===== config.mk =====
export PLATFORM = sky130hd
export DESIGN_NAME = srt_div_sched
export DESIGN_NICKNAME = d
export VERILOG_FILES = /design/src/rtl/srt_div_pkg.sv /design/src/rtl/rr_arbiter.sv /design/src/rtl/srt_div_sched.sv
export SDC_FILE = /design/constraint.sdc
export NUM_CORES = 1
export LEC_CHECK = 0
export ABC_AREA = 1
export CAP_MARGIN = 20
export CORE_AREA = 2 2 354 356
export DETAILED_ROUTE_END_ITERATION = 6
export DIE_AREA = 0 0 356 358
export GPL_ROUTABILITY_DRIVEN = 0
export PLACE_DENSITY = 0.39
export SYNTH_ARGS = -nofsm -noshare
export SYNTH_HDL_FRONTEND = slang
export SYNTH_HIERARCHICAL = 1
export SYNTH_SLANG_ARGS = --single-unit

===== constraint.sdc =====
create_clock -name CLK -period 5.4 [get_ports CLK]
set_clock_uncertainty 0.15 [all_clocks]
set_input_delay 1.08 -clock CLK [delete_from_list [all_inputs] [get_ports CLK]]
set_output_delay 1.08 -clock CLK [all_outputs]
set_load 0.01 [all_outputs]

===== src/rtl/srt_div_pkg.sv =====
// -----------------------------------------------------------------------------
// srt_div_pkg
// Shared definitions for the divider request scheduler:
//   - state_t     : scheduler FSM state encoding (IDLE, ISSUE, WAIT, RESP)
//   - W_DEFAULT   : default operand/result width
//   - DZ_Q_FILL   : bit replicated across the quotient on a divide-by-zero
// No ports (package).
// -----------------------------------------------------------------------------
package srt_div_pkg;

    localparam int W_DEFAULT = 64;

    // A divide-by-zero quotient is all ones at whatever width is in use.
    localparam logic DZ_Q_FILL = 1'b1;

    typedef enum logic [1:0] {
        IDLE  = 2'd0,
        ISSUE = 2'd1,
        WAIT  = 2'd2,
        RESP  = 2'd3
    } state_t;

endpackage


===== src/rtl/rr_arbiter.sv =====
// -----------------------------------------------------------------------------
// rr_arbiter
// Combinational round-robin picker: the first set request at or after ptr
// (wrapping modulo NREQ) wins.
// Ports:
//   req       in  NREQ          request vector
//   ptr       in  clog2(NREQ)   highest-priority index this cycle
//   grant     out NREQ          one-hot grant (all zero when no request)
//   grant_idx out clog2(NREQ)   encoded index of the granted requester
//   grant_any out 1             any request present
// -----------------------------------------------------------------------------
module rr_arbiter
    import srt_div_pkg::*;
#(
    parameter int NREQ = 4
) (
    input  logic [NREQ-1:0]         req,
    input  logic [$clog2(NREQ)-1:0] ptr,
    output logic [NREQ-1:0]         grant,
    output logic [$clog2(NREQ)-1:0] grant_idx,
    output logic                    grant_any
);

    localparam int IW = $clog2(NREQ);

    function automatic int wrap_idx(input int base, input int offs);
        return (base + offs) % NREQ;
    endfunction

    always_comb begin
        grant     = '0;
        grant_idx = '0;
        grant_any = 1'b0;
        for (int k = 0; k < NREQ; k++) begin
            if (!grant_any && req[wrap_idx(int'(ptr), k)]) begin
                grant_any                       = 1'b1;
                grant[wrap_idx(int'(ptr), k)]   = 1'b1;
                grant_idx                       = IW'(wrap_idx(int'(ptr), k));
            end
        end
    end

endmodule


===== src/rtl/srt_div_sched.sv =====
// -----------------------------------------------------------------------------
// srt_div_sched
// Shares one external multi-cycle divider among NREQ requesters. A request is
// granted round-robin in IDLE, launched with a one-cycle DIV_START, the result
// is captured on DIV_DONE and presented until RSP_READY.
//
// Optional feature macro: SRT_DIV_ZERO_BYPASS_EN
//   When defined, a granted request with a zero divisor never reaches the
//   divider; it responds directly with quotient all-ones, remainder equal to
//   the dividend and RSP_DZ=1. Otherwise RSP_DZ is tied to 0.
//
// Ports:
//   CLK        in  1            clock, rising edge
//   RST_N      in  1            asynchronous active-low reset
//   REQ_VALID  in  NREQ         per-requester request valid
//   REQ_READY  out NREQ         per-requester accept (one-hot, IDLE only)
//   REQ_DVD    in  NREQ*W       packed dividends, requester i at [i*W +: W]
//   REQ_DSR    in  NREQ*W       packed divisors, same packing
//   RSP_VALID  out 1            response valid
//   RSP_READY  in  1            response accept
//   RSP_ID     out clog2(NREQ)  owning requester
//   RSP_Q      out W            quotient
//   RSP_R      out W            remainder
//   RSP_DZ     out 1            divide-by-zero flag
//   DIV_START  out 1            one-cycle launch pulse to the divider
//   DIV_DVD    out W            dividend to the divider
//   DIV_DSR    out W            divisor to the divider
//   DIV_DONE   in  1            divider completion pulse
//   DIV_Q      in  W            divider quotient
//   DIV_R      in  W            divider remainder
// -----------------------------------------------------------------------------
module srt_div_sched
    import srt_div_pkg::*;
#(
    parameter int NREQ = 4,
    parameter int W    = W_DEFAULT
) (
    input  logic                    CLK,
    input  logic                    RST_N,
    input  logic [NREQ-1:0]         REQ_VALID,
    output logic [NREQ-1:0]         REQ_READY,
    input  logic [NREQ*W-1:0]       REQ_DVD,
    input  logic [NREQ*W-1:0]       REQ_DSR,
    output logic                    RSP_VALID,
    input  logic                    RSP_READY,
    output logic [$clog2(NREQ)-1:0] RSP_ID,
    output logic [W-1:0]            RSP_Q,
    output logic [W-1:0]            RSP_R,
    output logic                    RSP_DZ,
    output logic                    DIV_START,
    output logic [W-1:0]            DIV_DVD,
    output logic [W-1:0]            DIV_DSR,
    input  logic                    DIV_DONE,
    input  logic [W-1:0]            DIV_Q,
    input  logic [W-1:0]            DIV_R
);

    localparam int IW = $clog2(NREQ);

    state_t          state;
    state_t          state_nxt;
    logic [IW-1:0]   ptr;

    logic [NREQ-1:0] grant;
    logic [IW-1:0]   grant_idx;
    logic            grant_any;
    logic            accept;
    logic            zero_bypass;

    logic [W-1:0]    sel_dvd;
    logic [W-1:0]    sel_dsr;

    logic [W-1:0]    dvd_q;
    logic [W-1:0]    dsr_q;
    logic [IW-1:0]   id_q;
    logic [W-1:0]    quo_q;
    logic [W-1:0]    rem_q;

    rr_arbiter #(
        .NREQ (NREQ)
    ) u_arb (
        .req       (REQ_VALID),
        .ptr       (ptr),
        .grant     (grant),
        .grant_idx (grant_idx),
        .grant_any (grant_any)
    );

    assign sel_dvd = REQ_DVD[int'(grant_idx)*W +: W];
    assign sel_dsr = REQ_DSR[int'(grant_idx)*W +: W];
    assign accept  = (state == IDLE) && grant_any;

`ifdef SRT_DIV_ZERO_BYPASS_EN
    assign zero_bypass = (sel_dsr == '0);
`else
    assign zero_bypass = 1'b0;
`endif

    // Next-state and handshake outputs
    always_comb begin
        state_nxt = state;
        REQ_READY = '0;
        DIV_START = 1'b0;
        RSP_VALID = 1'b0;
        case (state)
            IDLE: begin
                REQ_READY = grant;
                if (grant_any) begin
                    state_nxt = zero_bypass ? RESP : ISSUE;
                end
            end
            ISSUE: begin
                DIV_START = 1'b1;
                state_nxt = WAIT;
            end
            WAIT: begin
                if (DIV_DONE) begin
                    state_nxt = RESP;
                end
            end
            RESP: begin
                RSP_VALID = 1'b1;
                if (RSP_READY) begin
                    state_nxt = IDLE;
                end
            end
            default: state_nxt = IDLE;
        endcase
    end

    always_ff @(posedge CLK or negedge RST_N) begin
        if (!RST_N) begin
            state <= IDLE;
            ptr   <= '0;
        end else begin
            state <= state_nxt;
            if (accept) begin
                ptr <= (grant_idx == IW'(NREQ - 1)) ? '0 : grant_idx + 1'b1;
            end
        end
    end

    // Operands are captured at accept and stay put through ISSUE and WAIT;
    // results are captured from the divider only while waiting for it.
    always_ff @(posedge CLK or negedge RST_N) begin
        if (!RST_N) begin
            dvd_q <= '0;
            dsr_q <= '0;
            id_q  <= '0;
            quo_q <= '0;
            rem_q <= '0;
        end else begin
            if (accept) begin
                dvd_q <= sel_dvd;
                dsr_q <= sel_dsr;
                id_q  <= grant_idx;
                if (zero_bypass) begin
                    quo_q <= {W{DZ_Q_FILL}};
                    rem_q <= sel_dvd;
                end
            end
            if ((state == WAIT) && DIV_DONE) begin
                quo_q <= DIV_Q;
                rem_q <= DIV_R;
            end
        end
    end

`ifdef SRT_DIV_ZERO_BYPASS_EN
    logic dz_q;

    always_ff @(posedge CLK or negedge RST_N) begin
        if (!RST_N) begin
            dz_q <= 1'b0;
        end else begin
            if (accept) begin
                dz_q <= zero_bypass;
            end else if ((state == WAIT) && DIV_DONE) begin
                dz_q <= 1'b0;
            end
        end
    end

    assign RSP_DZ = dz_q;
`else
    assign RSP_DZ = 1'b0;
`endif

    assign DIV_DVD = dvd_q;
    assign DIV_DSR = dsr_q;
    assign RSP_ID  = id_q;
    assign RSP_Q   = quo_q;
    assign RSP_R   = rem_q;

endmodule


==> results of run 1 <==
[metal layers]
| metal | track usage | vias up | part of all wire |
|---|---|---|---|
| met3 | 0.0385 | 71 | 0.074 |
| met5 | 0 | - | 0.00079 |
| li1 | - | 8214 | - |
| met4 | 0.0348 | 10 | 0.021 |
| met2 | 0.230 | 570 | 0.50 |
| met1 | 0.153 | 7575 | 0.41 |
[layout make-up]
| cell class | count | area, um2 | share of cell area |
|---|---|---|---|
| Tap cell | 1637 | 2050 | 0.0743 |
| Clock buffer | 56 | 1140 | 0.0414 |
| Clock inverter | 16 | 179 | 0.00649 |
| Timing Repair Buffer | 947 | 9570 | 0.347 |
| Multi-Input combinational cell | 1505 | 7120 | 0.258 |
| Sequential cell | 262 | 6560 | 0.238 |
| Inverter | 246 | 932 | 0.0338 |
| Antenna cell | 8 | 20.0 | 0.000726 |
[where the power goes]
group,internal [mW],switching (mW)
registers,3.00,0.563
logic,4.83,7.23
clock network,1.62,1.10
[logic make-up after synthesis]
| family | Yosys count | share of synthesized area |
|---|---|---|
| AOI/OAI and AO/OA | 15 | 0.00579 |
| DFF | 262 | 0.433 |
| buffers and inverters | 365 | 0.0999 |
| and+or+nand+nor | 1350 | 0.357 |
| adders and majority gates | 11 | 0.00909 |
| muxes | 128 | 0.0952 |
| other | 1 | 0.000248 |
[registers in the layout, indices dropped and copies added, names as in the netlist]
name and count:
state 2, DIV_DSR 64, RSP_ID 2, ptr 2, RSP_Q 64, DIV_DVD 64, RSP_R 64
[worst max-delay path, delay by kind of cell (launching register included)]
kind,cells,cell delay (ns)
buffers and inverters,4,0.95
and+or+nand+nor,5,0.65
DFF,1,0.57
adders and majority gates,1,0.41
AOI/OAI and AO/OA,1,0.11
[worst min path at each step]
stage	startpoint	endpoint	slack [ns]	depth (start not counted)
after floorplan	state[1]	state[1]	0.35	2
after global placement	DIV_DSR[7]	DIV_DSR[7]	0.31	2
after detailed placement	DIV_DSR[25]	DIV_DSR[25]	0.31	2
after CTS	DIV_DSR[25]	DIV_DSR[25]	0.33	2
after global routing	DIV_DSR[5]	DIV_DSR[5]	0.35	2
final	DIV_DSR[26]	DIV_DSR[26]	0.33	2
[cell usage in the layout (no fill, tap or decap)]
cell type and n:
clkbuf_16 40, o21a_1 1, o21ai_1 1, inv_8 1
nor2_2 1, nand2_8 1, buf_12 14, nor2_4 3
buf_8 1, clkinv_8 1, buf_4 22, clkbuf_8 8
inv_6 1, o21ai_0 2, clkinv_2 9, nand2_2 7
dfrtp_1 262, nand4_1 7, clkinvlp_4 2, ha_1 11
inv_2 2, nand3_4 2, nor2_1 3, nand3_2 2
conb_1 1, bufinv_16 3, diode_2 8, nand2_1 1125
mux2_2 128, a21boi_0 4, a21oi_1 7, clkinv_4 1
nand2_4 2, clkdlybuf4s50_1 910, clkbuf_1 8, nand3_1 197
inv_1 242
[stage by stage]
step	utilization	power [mW]	worst slack (ns)	instance area, um2	instances
floorplan	-	10.1	2.25	15100	2132
global placement	0.213	16.1	0.910	26200	4597
detailed placement	0.213	16.0	0.908	26200	4597
CTS	0.223	18.9	0.830	27500	4669
global route	0.223	20.1	0.621	27600	4675
finish	0.224	18.3	0.892	27600	4677
==> results.txt, run 1 <==
* Yosys top cell area share: 0.433
- In the synthesized netlist the async set-or-reset flop fraction comes to 1.00.
- Ranked by instance count, the synthesized netlist is headed by nand2_1, dfrtp_1, inv_1, nand3_1, mux2_2.
* Synth area leaders: dfrtp_1, nand2_1, mux2_2
- Clock slew seen by the registers of the worst setup and hold paths: 0.06 ns
- Status: completed
- Cell depth of the worst flop-to-flop path: 15
* Via count: 16400
* Post-cts resize count: 0
* Core Rows: 129
- The number of hold violations in the final report is 0.
- In this run the static leakage power is 13.1 nW.
- The netlist uses 25 different library cells.
- In the final timing run, aggregate negative setup slack is 0 ns.
- CP Data Required Time: 4.17 ns
* Most frequently used cell type in the post-synthesis netlist: nand2_1
- Sequential share of the synthesized area: 0.433
- Entering global routing, the biggest net connects 111 pins.
* Antenna violation net count after detailed routing: 0
- Critical Path End Type: primary output
* Global-route wire length before repair: 121000 um
* Start point of the critical path: ptr[0]
- Hold is met by 0.326 ns.
- Share of cells above drive strength 1: 0.0828
- Yosys warning count: 6
- Signal arrival time at the worst endpoint: 3.28 ns
- Count of buffers added by post-CTS timing repair for setup: 0
- CTS saw 262 sinks.
* Primary FF master, synth: dfrtp_1
- The worst hold path belongs to the class reg -> reg.
* Starting utilization of the core area: 0.123
- Fmax: 222 MHz
- Latest clock arrival within the worst-skew pair: 0.58 ns
* Number of pins with negative max-slew slack in the final report: 0
- TritonCTS built the clock tree.
- The clock period could shrink to 4.51 ns.
* HPWL after DPL: 67500 um
- Routed len/inst: 18.7 um
- Crit-path max FO: 10
- The number of nets handed over by synthesis was 2791.
* Syn avg cell area: 7.10 um2
* Timing endpoint of the critical path: REQ_READY[0]
* Total of hold buffers inserted after clock tree synthesis: 0
* First-iteration detailed-routing DRC count: 788
- Clock tree synthesis selected as its root buffer the cell clkbuf_16.
- Via count of the first global-routing pass: 17300
- Unrepaired setup endpoints after global routing: false
- Startpoint of the worst-slack reg-to-reg timing path: ptr[0]
* Synth Instances: 2132
- Slew at the pin with the worst max-slew slack: 0.749 ns
* Crit path cell chain: inv_2, ha_1, inv_1, nand3_1, nand2_1, nor2_2, a21oi_1, nand3_1, nand2_1, inv_1, clkdlybuf4s50_1
* Filler Cells Inserted: 13800
- Among all stages on the critical path, the largest delay is contributed by dfrtp_1.
- Using the TritonRoute via totals, the vias-per-cell ratio works out to 3.52.
* Number of primary I/O pins: 913
* Synthesis-stage register bit count: 262
* Number of buffers created by CTS: 40
- Summed over all instances, the cell type with the most area after synthesis is dfrtp_1.
- During placement, the flow inserted port buffers numbering 911.
- In this run the number of H-tree levels came out at 2.
- Antenna violations before repair: 15
- No sink is reached through more buffers than the 3 on the longest clock path.
- Area inside the core boundary: 123000 um2
- Measured along the x axis, the die boundary spans 356 um.
- Max Cap Viol: 0
- The critical path in this run is classified as reg -> out.
* Wire length after detailed routing: 87300 um
- Total global-route track usage: 0.131
* Overall die height: 358 um
- The worst setup path is launched from a flop.
- Worst vdd rail ir drop: 538 uV
- Drc violations: 0
- Mapped Area: 15100 um2
* DR pass1 iterations: 5
* Power density relative to cell area: 666 nW/um2
- Number of enable flip-flop cells after synthesis: 0
* Remaining max-slew budget at the tightest pin: 0.501
* Global route overflow: 0
- Worst reg2reg path endpoint: DIV_DVD[42]
* Area grow syn2layout: 82.1%
* Register-to-register setup slack: 1.64 ns
- On the worst path, the slowest cell contributes a delay of 0.57 ns.
* Ratio of final minimum period to clock period: 0.835
* Total setup violations reported at the end of the flow: 0
- For this run, the post-layout net count is 3661.
- The die covers 127000 um2.
Note: power is estimated with default switching activity, not from simulation.
==> run 2: changes to the inputs <==
==> constraint.sdc (replaced) <==
create_clock -name CLK -period 4.7 [get_ports CLK]
set_clock_uncertainty 0.15 [all_clocks]
set_input_delay 0.94 -clock CLK [delete_from_list [all_inputs] [get_ports CLK]]
set_output_delay 0.94 -clock CLK [all_outputs]
set_load 0.01 [all_outputs]
==> results.txt, run 2 (synthesis gave the netlist of run 1 again) <==
- The number of nets with antenna violations after detailed routing was 0 (unchanged).
- The maximum fanout along the worst path was 10 (unchanged).
- The number of buffers inserted to repair setup after CTS was 0 (unchanged).
- The via count normalized by instance count came to 3.55 (was 3.52).
* Total Negative Setup Slacks: 0 ns (unchanged)
- The clock transition at the register clock pins on the worst setup and hold paths after CTS is 0.06 ns (about the same).
- Antenna violations before repair: 14 (was 15)
- Die Footprint: 127000 um2 (unchanged)
- The flop-to-flop setup slack is 1.07 ns (was 1.64 ns).
- First-iteration detailed-routing DRC count: 789 (was 788)
- The critical path launch point type was a flop (unchanged).
- Global-route wire length before repair: 119000 um (was 121000 um)
- Static Leakage: 13.0 nW (was 13.1 nW)
* CP Data Required Time: 3.61 ns (was 4.17 ns)
- The class of the tightest hold or removal check is in -> async (was reg -> reg).
- The TritonCTS sink count was 262 (unchanged).
* Root Driver: clkbuf_16 (unchanged)
- Total of hold buffers inserted after clock tree synthesis: 0 (unchanged)
* Number of pins with negative max-slew slack in the final report: 0 (unchanged)
- Slowest stage delay, CP: 0.57 ns (about the same)
* Wire length after detailed routing: 85200 um (was 87300 um)
- Unrepaired setup endpoints after global routing: false (unchanged).
* Via count of the first global-routing pass: 16900 (was 17300)
- Signal arrival time at the worst endpoint: 3.25 ns (was 3.28 ns)
* Fmax: 231 MHz
- The most common cell after layout, fill and taps aside is nand2_1 (unchanged).
- Area grow syn2layout: 81.2% (was 82.1%)
- The starting density of the core was 0.123 (unchanged).
* Core Rows: 129 (unchanged)
- Critical Path End Type: primary output (unchanged)
- Startpoint of the worst-slack reg-to-reg timing path: ptr[0] (unchanged)
- Overall die height: 358 um (unchanged)
* Slowest cell on the critical path: clkdlybuf4s50_1 (was dfrtp_1)
* Critical setup path kind: reg -> out (unchanged)
* Total setup violations reported at the end of the flow: 0 (unchanged)
* Number of primary I/O pins: 913 (unchanged)
* Remaining max-slew budget at the tightest pin: 0.346 (was 0.501)
* Commonest non-fill, non-tap cells in the layout: nand2_1, clkdlybuf4s50_1, dfrtp_1, inv_1, nand3_1 (unchanged)
- The per-cell routed wire length is 18.3 um (was 18.7 um).
- The total number of nets in the final design came to 3657 (was 3661).
- The routed design could run at a clock period as short as 4.34 ns.
- The CTS tree was done (unchanged).
- Cell depth of the worst flop-to-flop path: 13 (was 15)
- Share of the core filled with cells in the final layout: 0.222 (was 0.224)
- Global route overflow: 0 (unchanged)
- The largest net degree at the start of global routing came to 129 (was 111).
* Total global-route track usage: 0.127 (was 0.131)
- The number of hold violations in the final report was 0 (unchanged).
- Htree depth: 2 (unchanged)
- Worst reg2reg path endpoint: DIV_DVD[0] (was DIV_DVD[42])
* Area inside the core boundary: 123000 um2 (unchanged)
* Ratio of final minimum period to clock period: 0.923
- The DRC violation count after routing is 0 (unchanged).
- The number of max-capacitance violations reported is 0 (unchanged).
- The detailed-route via count is 16500 (was 16400).
- The filler cell count was 13900 (was 13800).
* Power density relative to cell area: 757 nW/um2 (was 666 nW/um2)
- The number of input and output port buffers inserted came to 911 (unchanged).
- The worst voltage drop across the vdd grid was 953 uV (was 538 uV).
* DR pass1 iterations: 5 (unchanged)
* Crit path cell chain: inv_2, ha_1, inv_1, nand3_1, nand2_1, nor2_2, a21oi_1, nand3_1, nand2_1, inv_1, clkdlybuf4s50_1 (unchanged)
* Share of cells above drive strength 1: 0.0792 (was 0.0828)
- The final HPWL from detailed placement is 65800 um (was 67500 um).
- The transition at the pin with the smallest max-transition slack was 0.979 ns (was 0.749 ns).
- Horizontal die dimension: 356 um (unchanged)
* Bufs on Longest Clock Path: 3 (unchanged)
- The clock network latency to the later pin of the worst-skew pair is 0.57 ns (was 0.58 ns).
- Post-cts resize count: 0 (unchanged)
* Number of buffers created by CTS: 38 (was 40)
- Status: completed (unchanged).
==> run 2: cell type report <==
class	instances	area [um2]	share of cell area
inverters	246	932	0.0340
clock inverters	6	98.8	0.00360
clock buffers	55	1130	0.0411
repair buffers	945	9540	0.348
flip-flops and latches	262	6560	0.239
multi-input cells	1505	7120	0.259
diodes	5	12.5	0.000456
well taps	1637	2050	0.0747
==> run 2: report_power, final <==
part           switching [mW]  total (mW)  internal [mW]  leakage (nW)
registers               0.629        4.08           3.45          3.18
logic                    8.29        13.8           5.47          9.23
clock network            1.17        2.93           1.76         0.604
total                    10.1        20.8           10.7          13.0
==> run 2: per-layer routing <==
layer / up-vias / global-route usage / part of all wire
li1: 8204 / - / -
met1: 7658 / 0.148 / 0.40
met2: 588 / 0.226 / 0.50
met3: 87 / 0.0392 / 0.076
met4: 10 / 0.0312 / 0.019
met5: - / 0 / 0.00069
==> run 2: worst max-delay path by stage <==
stage	cells past startpoint	endpoint	slack, ns	startpoint
after global routing	11	REQ_READY[1]	0.05	ptr[0]
after detailed placement	11	REQ_READY[1]	0.48	REQ_VALID[3]
after CTS	11	REQ_READY[0]	0.27	ptr[0]
after floorplan	10	REQ_READY[0]	1.83	REQ_VALID[3]
final	11	REQ_READY[0]	0.36	ptr[0]
after global placement	11	REQ_READY[0]	0.50	REQ_VALID[3]
==> run 2: through the flow <==
| step | cells | hold WS (ns) | area [um2] | power, mW | setup WS [ns] |
|---|---|---|---|---|---|
| 2_1_floorplan | 2132 | 0.353 | 15100 | 11.6 | 1.83 |
| 3_3_place_gp | 4595 | 0.311 | 26200 | 18.4 | 0.497 |
| 3_5_place_dp | 4595 | 0.314 | 26200 | 18.3 | 0.481 |
| 4_1_cts | 4656 | 0.211 | 27400 | 21.4 | 0.265 |
| 5_1_grt | 4660 | 0.234 | 27400 | 22.7 | 0.0486 |
| 6_report | 4661 | 0.224 | 27400 | 20.8 | 0.363 |
==> run 2: worst max-delay path: cells and delay by family (launching register included) <==
kind,cells,cell delay (ns)
buf+inv,4,0.98
simple gates,5,0.62
flops,1,0.56
fa+ha+maj,1,0.41
compound gates,1,0.11
==> run 3: changes to the inputs <==
--- a/config.mk
+++ b/config.mk
@@ -7,11 +7,11 @@
 export LEC_CHECK = 0
 export ABC_AREA = 1
 export CAP_MARGIN = 20
-export CORE_AREA = 2 2 354 356
+export CORE_AREA = 3 3 355 357
 export DETAILED_ROUTE_END_ITERATION = 6
-export DIE_AREA = 0 0 356 358
+export DIE_AREA = 0 0 358 360
 export GPL_ROUTABILITY_DRIVEN = 0
-export PLACE_DENSITY = 0.39
+export PLACE_DENSITY = 0.4
 export SYNTH_ARGS = -nofsm -noshare
 export SYNTH_HDL_FRONTEND = slang
 export SYNTH_HIERARCHICAL = 1
==> constraint.sdc (replaced) <==
create_clock -name CLK -period 3.5 [get_ports CLK]
set_clock_uncertainty 0.15 [all_clocks]
set_input_delay 0.7 -clock CLK [delete_from_list [all_inputs] [get_ports CLK]]
set_output_delay 0.7 -clock CLK [all_outputs]
set_load 0.01 [all_outputs]
==> results.txt, run 3 (synthesis gave the netlist of run 1 again) <==
- The worst slack after detailed placement came to -0.116 ns (was 0.481 ns).
- Register-to-register setup slack: 0.52 ns (was 1.07 ns)
- The deepest clock path buffer count was 3 (unchanged).
* TritonCTS clock tree: done (unchanged)
- The maximum fanout along the worst path came to 7 (was 10).
- Launch instance of the worst min-delay path: DIV_DVD[10]
- The per-cell routed wire length was 18.7 um (was 18.3 um).
* Unrepaired setup endpoints after global routing: false (unchanged)
- Slew at the pin with the worst max-slew slack: 0.707 ns (was 0.979 ns)
* Number of pins with negative max-slew slack in the final report: 0 (unchanged)
- Launching element type of the critical path: input port (was flop)
- The worst hold slack across all endpoints is 0.326 ns (was 0.224 ns).
- Area grow syn2layout: 86.0% (was 81.2%)
- Root Driver: clkbuf_16 (unchanged)
- Most common cell after layout, fill and taps aside: nand2_1 (unchanged)
- The footprint of the multi-input gates came to 7140 um2 (was 7120 um2).
* HPWL after DPL: 71500 um (was 65800 um)
- The worst hold path passes through 2 cells.
* Antenna violations before repair: 21 (was 14)
* Footprint of the flip-flops and latches: 6560 um2 (unchanged)
* Share of the core filled with cells in the final layout: 0.228 (was 0.222)
- The class of the tightest hold or removal check was reg -> reg (was in -> async).
- The total detailed-routing wirelength came to 88700 um (was 85200 um).
- The depth of the most critical reg-to-reg path was 13 (unchanged).
- The final number of setup-violating endpoints was 0 (unchanged).
- The headroom to the max-slew limit was 0.527 (was 0.346).
- The maximum level of the CTS H-tree was 2 (unchanged).
- The static leakage was 13.4 nW (was 13.0 nW).
- Drc violations: 0 (unchanged)
* Critical setup path kind: in -> out (was reg -> out)
* Maximum number of pins on one net before global-route repair: 76 (was 129)
- Global-route wire length before repair: 122000 um (was 119000 um)
- Latest clock arrival within the worst-skew pair: 0.59 ns (was 0.57 ns)
- The number of nets with antenna violations after detailed routing is 0 (unchanged).
- The startpoint of the worst-slack reg-to-reg timing path was ptr[1] (was ptr[0]).
- Via count: 16800 (was 16500)
- Number of primary I/O pins: 913 (unchanged)
- Count of nets after finishing: 3718 (was 3657)
- The TritonCTS sink count came to 262 (unchanged).
- The fraction of layout instances using a drive strength above 1 is 0.100 (was 0.0792).
- The power per standard cell area came to 1050 nW/um2 (was 757 nW/um2).
* Max Cap Viol: 0 (unchanged)
- The count of standard-cell rows was 129 (unchanged).
* Vias per cell: 3.56 (was 3.55)
* Commonest non-fill, non-tap cells in the layout: nand2_1, clkdlybuf4s50_1, dfrtp_1, inv_1, nand3_1 (unchanged)
* First-iteration detailed-routing DRC count: 845 (was 789)
- The filler cell count came to 13800 (was 13900).
* Worst vdd rail ir drop: 548 uV (was 953 uV)
- Of the available clock period, the critical path in the final layout requires 0.945.
- The worst hold path terminates at DIV_DVD[10].
- Worst reg2reg path endpoint: DIV_DVD[25] (was DIV_DVD[0])
- Number of buffers created by CTS: 39 (was 38)
* Horizontal die dimension: 358 um (was 356 um)
* Fmax: 302 MHz
* Shortest clock period the worst path allows after layout: 3.31 ns
* Hold violation total from the final report: 0 (unchanged)
* Global route overflow: 0 (unchanged)
- CP Data Required Time: 2.65 ns (was 3.61 ns)
- Starting utilization of the core area: 0.123 (unchanged)
* Die Footprint: 129000 um2 (was 127000 um2)
- Overall die height: 360 um (was 358 um)
- Status: completed (unchanged)
* Via count of the first global-routing pass: 17100 (was 16900)
- The area of the placeable core was 123000 um2 (unchanged).
- The number of iterations in the first detailed-routing pass came to 5 (unchanged).
- The number of input and output port buffers inserted was 911 (unchanged).
* Signal arrival time at the worst endpoint: 2.46 ns (was 3.25 ns)
- Clock slew seen by the registers of the worst setup and hold paths: 0.06 ns (about the same)
- The total global routing track utilization came to 0.131 (was 0.127).
- The setup slack after layout came to 0.193 ns (was 0.363 ns).
- Critical Path End Type: primary output (unchanged)
[run 3: worst max-delay path by stage]
stage | from | to | slack (ns)
after global placement | REQ_VALID[0] | REQ_READY[0] | -0.09
after detailed placement | REQ_VALID[2] | REQ_READY[0] | -0.12
final | REQ_VALID[0] | REQ_READY[3] | 0.19
after floorplan | ptr[0] | DIV_DSR[35] | 0.91
after CTS | ptr[1] | REQ_READY[1] | 0.009
after global routing | ptr[0] | REQ_READY[3] | 0.006
[run 3: power breakdown]
part	total, mW	internal, mW	switching (mW)
Sequential	5.48	4.63	0.850
Clock	3.98	2.32	1.66
Combinational	20.2	8.60	11.6
Total	29.6	15.5	14.1
[run 3: per-layer routing]
layer  track usage  share of wire  vias to the layer above
li1              -              -                     8336
met1         0.152           0.40                     7786
met2         0.230           0.50                      601
met3        0.0423          0.082                      100
met4        0.0321          0.021                       18
met5             0         0.0015                        -
[run 3: layout make-up]
cell class / count / area share
timing repair buffer: 1005 / 0.362
tap: 1637 / 0.0727
clock inverter: 18 / 0.00702
sequential: 262 / 0.233
clock buffer: 50 / 0.0379
inverter: 246 / 0.0331
multi-input combinational: 1505 / 0.253
antenna: 8 / 0.000711
[run 3: worst max-delay path, cell delays in order]
cell and delay (ns):
clkdlybuf4s50_1 0.47, inv_1 0.10, nand2_2 0.06, nand3_2 0.14, nand2_4 0.09, nor2_4 0.20
buf_4 0.14, nand3_1 0.05, nand3_1 0.08, nand2_1 0.08, inv_1 0.08, dlygate4sd2_1 0.27
[run 3: metrics by stage]
| stage | TNS (ns) | std cells | cell area [um2] | total power, mW |
|---|---|---|---|---|
| after floorplan | 0 | 2132 | 15100 | 15.6 |
| after global placement | -0.326 | 4653 | 26800 | 26.3 |
| after detailed placement | -3.48 | 4653 | 26800 | 26.2 |
| after CTS | 0 | 4723 | 28100 | 30.5 |
| after global routing | 0 | 4726 | 28100 | 32.3 |
| final | 0 | 4731 | 28200 | 29.6 |
[run 3: what timing repair did]
item | in CTS | in global routing
pin swaps | 1 | 1
resized for setup | 8 | 2
hold buffers | 1 | 0
endpoints found under the setup margin | 4 | 3
endpoints found under the hold margin | 56 | 0
setup buffers | 1 | 0
